`src/rtl/or_nway_reduce_pkg.sv`:
```
// Shared definitions for or_nway_reduce: FSM state encodings and ceil-log2.
package or_nway_reduce_pkg;

   localparam logic [1:0] ST_IDLE = 2'd0;
   localparam logic [1:0] ST_SCAN = 2'd1;
   localparam logic [1:0] ST_DONE = 2'd2;

   // Ceil-log2 of a positive value; returns 0 for 1.
   function automatic int clog2(input int value);
      int r;
      int v;
      r = 0;
      v = value - 1;
      while (v > 0) begin
         r = r + 1;
         v = v >>> 1;
      end
      return r;
   endfunction

endpackage

```
`src/rtl/or_nway_reduce_chunk_enc.sv`:
```
// or_chunk_enc: combinational OR and lowest-set-bit encoder for one chunk.
// lidx is 0 when the chunk is all zero; its width is at least 1 bit.
module or_chunk_enc
   import or_nway_reduce_pkg::*;
#(
   parameter int CHUNK = 4,
   localparam int LIDXW = (CHUNK > 1) ? clog2(CHUNK) : 1
) (
   input  logic [CHUNK-1:0] chunk,
   output logic             nz,
   output logic [LIDXW-1:0] lidx
);

   // OR of the chunk and position of its lowest set bit (scan from the top so the lowest wins).
   always_comb begin
      nz   = |chunk;
      lidx = '0;
      for (int i = CHUNK - 1; i >= 0; i--) begin
         if (chunk[i]) begin
            lidx = LIDXW'(i);
         end else begin
            lidx = lidx;
         end
      end
   end

endmodule

```
`src/rtl/or_nway_reduce.sv`:
```
// or_nway_reduce: multi-cycle OR reduction of a WIDTH-bit word, CHUNK bits per cycle.
// Returns any (OR of all bits) and first_idx (lowest set bit, 0 when any=0).
// Optional build macro OR_REDUCE_EARLY_EXIT_EN: leave SCAN as soon as the first
// non-zero chunk is found; undefined gives constant NCHUNK-cycle latency.
module or_nway_reduce
   import or_nway_reduce_pkg::*;
#(
   parameter int WIDTH = 16,
   parameter int CHUNK = 4,
   localparam int NCHUNK = WIDTH / CHUNK,
   localparam int IDXW = clog2(WIDTH)
) (
   input  logic             clk,
   input  logic             reset,
   input  logic             in_valid,
   output logic             in_ready,
   input  logic [WIDTH-1:0] in_data,
   output logic             out_valid,
   input  logic             out_ready,
   output logic             any,
   output logic [IDXW-1:0]  first_idx,
   output logic             busy
);

   localparam int CNTW  = (NCHUNK > 1) ? clog2(NCHUNK) : 1;
   localparam int LIDXW = (CHUNK > 1) ? clog2(CHUNK) : 1;

   logic [1:0]       state_r;
   logic [1:0]       state_nx_s;
   logic [CNTW-1:0]  cnt_r;
   logic [WIDTH-1:0] word_r;
   logic [IDXW-1:0]  base_s;
   logic [WIDTH-1:0] shifted_s;
   logic [CHUNK-1:0] chunk_s;
   logic             nz_s;
   logic [LIDXW-1:0] lidx_s;
   logic             last_s;
   logic             early_s;

   // Bit offset of the current chunk; k*CHUNK < WIDTH so it fits in IDXW bits.
   assign base_s    = IDXW'(cnt_r) * IDXW'(CHUNK);
   assign shifted_s = word_r >> base_s;
   assign chunk_s   = shifted_s[CHUNK-1:0];
   assign last_s    = (cnt_r == CNTW'(NCHUNK - 1));

`ifdef OR_REDUCE_EARLY_EXIT_EN
   assign early_s = ~any & nz_s;
`else
   assign early_s = 1'b0;
`endif

   or_chunk_enc #(.CHUNK(CHUNK)) u_enc (
      .chunk (chunk_s),
      .nz    (nz_s),
      .lidx  (lidx_s)
   );

   // Next-state decode for the IDLE -> SCAN -> DONE handshake sequence.
   always_comb begin
      state_nx_s = state_r;
      case (state_r)
         ST_IDLE: begin
            if (in_valid) begin
               state_nx_s = ST_SCAN;
            end else begin
               state_nx_s = ST_IDLE;
            end
         end
         ST_SCAN: begin
            if (last_s || early_s) begin
               state_nx_s = ST_DONE;
            end else begin
               state_nx_s = ST_SCAN;
            end
         end
         ST_DONE: begin
            if (out_ready) begin
               state_nx_s = ST_IDLE;
            end else begin
               state_nx_s = ST_DONE;
            end
         end
         default: state_nx_s = ST_IDLE;
      endcase
   end

   // State, registered status flags, word capture, chunk counter and result update.
   always_ff @(posedge clk or posedge reset) begin
      if (reset) begin
         state_r   <= ST_IDLE;
         in_ready  <= 1'b1;
         out_valid <= 1'b0;
         busy      <= 1'b0;
         any       <= 1'b0;
         first_idx <= '0;
         cnt_r     <= '0;
         word_r    <= '0;
      end else begin
         state_r   <= state_nx_s;
         in_ready  <= (state_nx_s == ST_IDLE);
         out_valid <= (state_nx_s == ST_DONE);
         busy      <= (state_nx_s == ST_SCAN);
         case (state_r)
            ST_IDLE: begin
               if (in_valid) begin
                  word_r    <= in_data;
                  any       <= 1'b0;
                  first_idx <= '0;
                  cnt_r     <= '0;
               end
            end
            ST_SCAN: begin
               if (!any && nz_s) begin
                  any       <= 1'b1;
                  first_idx <= base_s + IDXW'(lidx_s);
               end
               // Hold at the last chunk index rather than wrapping.
               if (!last_s) begin
                  cnt_r <= cnt_r + CNTW'(1);
               end
            end
            default: begin
               cnt_r <= cnt_r;
            end
         endcase
      end
   end

endmodule

```
`config.mk`:
```
export PLATFORM = sky130hd
export DESIGN_NAME = or_nway_reduce
export DESIGN_NICKNAME = d
export VERILOG_FILES = /design/src/rtl/or_nway_reduce_pkg.sv /design/src/rtl/or_nway_reduce_chunk_enc.sv /design/src/rtl/or_nway_reduce.sv
export SDC_FILE = /design/constraint.sdc
export NUM_CORES = 1
export LEC_CHECK = 0
export ABC_AREA = 1
export CAP_MARGIN = 25
export CORE_UTILIZATION = 53
export CTS_CLUSTER_DIAMETER = 60
export CTS_CLUSTER_SIZE = 28
export DETAILED_ROUTE_END_ITERATION = 8
export GPL_ROUTABILITY_DRIVEN = 0
export PLACE_DENSITY_LB_ADDON = 0.1
export SETUP_SLACK_MARGIN = 0.05
export SYNTH_ARGS = -nofsm -noshare
export SYNTH_HDL_FRONTEND = slang
export SYNTH_SLANG_ARGS = --single-unit
export TNS_END_PERCENT = 5
```
`constraint.sdc`:
```
create_clock -name clk -period 2.27 [get_ports clk]
set_input_delay 0.681 -clock clk [delete_from_list [all_inputs] [get_ports clk]]
set_output_delay 0.681 -clock clk [all_outputs]
set_load 0.02 [all_outputs]
```
After elaboration in Yosys (flattened, before gate mapping)
Index checks and enable logic that the tools add are counted.
- word-level logic and storage cells: 45
- input bits: 20
- output and inout port bits: 8
- flip-flop bits (word level): 28
- equality and inequality tests: 8
- reductions and logical operators: 9
- multiplexer cells: 17
- $add $sub $neg: 2
- shift-type cells: 1
- operator list (operator ; count):
    $mux W2 ; 8
    $shr A16 B4 Y4 ; 1
    $mux W4 ; 2
    $pmux W4 S2 ; 1
    $eq A2 B2 Y1 const B ; 3
    $ne A2 B2 Y1 const B ; 3
    $pmux W2 S3 ; 1
    $reduce_and A3 Y1 ; 2
    $add A4 B2 Y4 ; 1
    $eq A2 B1 Y1 const B ; 2
    $logic_not A2 Y1 ; 2
    $pmux W2 S2 ; 1
    $reduce_or A4 Y1 ; 1
    $mux W1 ; 3
    $add A2 B1 Y2 const B ; 1
    $pmux W1 S2 ; 1
    $reduce_and A2 Y1 ; 1
    $reduce_bool A2 Y1 ; 1
    $logic_and A1 B1 Y1 ; 1
    $logic_not A1 Y1 ; 1

Depth between registers and ports, before layout
- depth in word-level cells: 8
- gate-level depth with buffers: 10
- mapped depth without buffers: 10

Hierarchy
A second synthesis with hierarchy kept.
- cell total of the unflattened synthesis: 164
- area total of the unflattened synthesis: 1318.8 sq um
- modules (own cells, without submodules) (module ; sequential area each (sq um) ; times used ; cells each ; area each (sq um)):
    or_nway_reduce ; 701.9 ; 1 ; 155 ; 1272.5
    or_chunk_enc ; 0.0 ; 1 ; 9 ; 46.3

Worst setup path after synthesis
OpenSTA, ideal clock, no wires.
- path kind: in2reg
- start: input in_valid
- end: register busy
- arrival: 1.173 ns
- slack: 0.976 ns
- required time: 2.149 ns
- path buffers: 2
- stages: 4
- setup time: 0.121 ns
- cells stage by stage: nand2_1 buf_2 buf_2 nand2_1
- cells in the longest elaborated chain, start to end: 3
- RTL lines (what ; line ; RTL):
    from (decl) ; or_nway_reduce.sv:15 ; input logic in_valid,
    $mux W1 ; or_nway_reduce.sv:63 ; if (in_valid) begin
    $pmux W2 S3 ; or_nway_reduce.sv:61 ; case (state_r)
    $eq A2 B1 Y1 ; or_nway_reduce.sv:102 ; busy <= (state_nx_s == ST_SCAN);
    to (signal assigned) ; or_nway_reduce.sv:102 ;
    to (decl) ; or_nway_reduce.sv:22 ; output logic busy
No other way between the ends.
A chain may end at the register's enable or synchronous reset.

Worst setup path in the final report
- start: register in_ready
- end: output in_ready
- RTL lines (what ; line ; RTL):
    from (decl) ; or_nway_reduce.sv:16 ; output logic in_ready,
    from (signal assigned) ; or_nway_reduce.sv:100 ; in_ready <= (state_nx_s == ST_IDLE);
No word-level cell between the ends.

==> metrics.yaml <==
critPathArrivalTime_ns: 1.45
viasPerCell: 5.250
hold_ws_ns: 0.4952
period_share: 0.9376
final_area_sq_mm: 0.001605
syn_avg_cell_area_sq_um: 8.003
io_buffer_count: 27
areaGrowthSynthToFinish_pct: 26.16
worst-slew-pin-transition_ns: 0.5641
leakagePower_nw: 0.8226
path_clk_slew_ns: 0.15
period_minus_slack_ns: 2.128
hold_viol: 0
dpl_worst_slack_ns: 0.2600
cts_buffers: 3
wl_per_cell_um: 12.05
setup_viol_count_final: 0
r2r_start: "cnt_r[0]"
clock.fmax_ghz: 0.4699
final_cell_mix: "nand2_1 (85), dfrtp_1 (27), clkdlybuf4s50_1 (27)"
chipWidth_um: 51
synth_seq_cells: 28
path_cells: "clkdlybuf4s50_1"
maxSlewViolCount: 0
dr.pass1.iters: 4
rr_endpoint: "first_idx[2]"
netlist_instances: 159
grt_max_degree: 18
ctsHtreeMaxLevel: 1
cts_resized: 0
pin_count: 28
postCtsSetupBuffers: 0
grt_use_total: 0.2207
slowest_delay_ns: 0.59
die_area_sq_mm: 0.002601
gr-total-overflow: 0
status: "finished clean"
route.detailed.drc: 0
critPathSlowestCell: "clkdlybuf4s50_1"
start_util: 0.5697
dr.first_iter.drc_count: 30
synth_area_leaders: "dfrtp_1 (53%), nand2_1 (25%), nand3_1 (4.3%), dfstp_2 (2.1%), nand4_1 (2.0%)"
powerDensity_mw_per_mm2: 1339
final.setup.tns_ns: 0
placed_cell_area_sq_mm: 0.001579
syn-num-nets: 180
insertedDiodeCount: 0
clkSinkCount: 28
critical_path_required_ns: 1.59
start_kind: "flip-flop"
min_path_type: "flip-flop to flip-flop"
clk_latency_ns: 0.33
synth_seq_area_share: 0.5516
dp_hpwl_um: 2006
max_cap_violations: 0
yosysTopAreaCellShare: 0.5310
clock-skew-final_ns: 0.01062
grt_pass1_vias: 1051
ir_drop_mv: 0.7219
synth_cell_types: 18
ys_warn_count: 0
route.vias.total: 1134
path_delay_family: "buffers and inverters"
ant_nets: 0
cp_max_fo: 1
ff2ff_setup_slack_ns: 0.63
row_count: 17
cts_root_buf: "clkbuf_4"
hold_depth: 2
rsz0062_at_grt: "no"
layout_commonest_cell: "nand2_1"
cp-startpoint: "in_ready"
hold_buffers: 0
die_h_um: 51
drive_above_1_share: 0.07979
cts_buffer_depth: 2
max_slew_margin: 0.6235
crit_type: "flip-flop to primary output"
endpoint_kind: "primary output"
fin_nets: 210
cts_tree: "built"
netlist_area_sq_mm: 0.001272
finalWirelength_um: 2602
num-fill-cells: 199
setup_slack_ns: 0.1417
grt_first_pass_wirelength_um: 4264
antenna_found_initial: 0
yosysTopAreaCell: "dfrtp_1"
rr_worst_depth: 10
hp-start: "first_idx[1]"
hold_path_end: "first_idx[1]"
cp.depth: 1
core_sq_mm: 0.002233
crit_buf_inv: 1
## metrics by stage
stage            util  std cells  power [W]
2_1_floorplan       -        159   0.001630
3_3_place_gp   0.7070        212   0.001886
3_5_place_dp   0.7070        212   0.001946
4_1_cts        0.7188        216   0.002155
5_1_grt        0.7188        216   0.002322
6_report       0.7188        216   0.002149
## per-layer routing
| metal | up-vias | wire length (um) | global-route usage |
|---|---|---|---|
| li1 | 558 | - | - |
| met3 | 2 | 118 | 0.02976 |
| met1 | 538 | 1080 | 0.2475 |
| met2 | 36 | 1382 | 0.4123 |
| met4 | 0 | 20 | 0.09259 |
| met5 | - | 0 | 0 |
## where the power goes
group / switching, W / internal (W) / leakage [nW] / total, W
sequential: 0.000160 / 0.000729 / 0.348 / 0.000889
clock: 0.000141 / 0.0000689 / 0.0150 / 0.000210
combinational: 0.000649 / 0.000401 / 0.459 / 0.00105
total: 0.000950 / 0.00120 / 0.823 / 0.00215
## synth_stat cells, drive strengths merged
cell     n
nand3   12
inv      9
nand4    4
ha       1
nand2   88
dfstp    1
o21ai    4
dfrtp   27
o211ai   1
buf      4
o31ai    2
nor2     5
a21oi    1
## worst min-delay path: stages, from the launching register on
cell,delay (ns)
dfrtp_1,0.37
nand2_1,0.05
nand2_1,0.05
## cell type report
type | count | area (sq um) | share of cell area
Multi-Input combinational cell | 118 | 510.5 | 0.3180
Clock buffer | 4 | 26.28 | 0.01637
Sequential cell | 28 | 701.9 | 0.4373
Timing Repair Buffer | 29 | 297.8 | 0.1855
Tap cell | 28 | 35.03 | 0.02182
Inverter | 9 | 33.78 | 0.02104
## cells by family (layout without fill, tap and decap cells)
logic type | after synthesis | after routing | synth area share
buffers and inverters | 13 | 42 | 0.04719
AOI/OAI and AO/OA | 8 | 8 | 0.04031
DFF | 28 | 28 | 0.5516
and+or+nand+nor | 109 | 109 | 0.3510
adders and majority gates | 1 | 1 | 0.009831
## sequential cells by signal, indices dropped and copies added, names as in the netlist
signal / flops
any: 1
in_ready: 1
busy: 1
out_valid: 1
cnt_r: 2
word_r: 16
first_idx: 4
state_r: 2
## how the worst max path moves through the flow
stage                     to  slack (ns)
finish              in_ready        0.14
global route        in_ready        0.09
floorplan               busy        0.98
global placement         any        0.33
detailed placement       any        0.26
CTS                 in_ready        0.12
No activity file was read; power rests on OpenSTA's default activity.
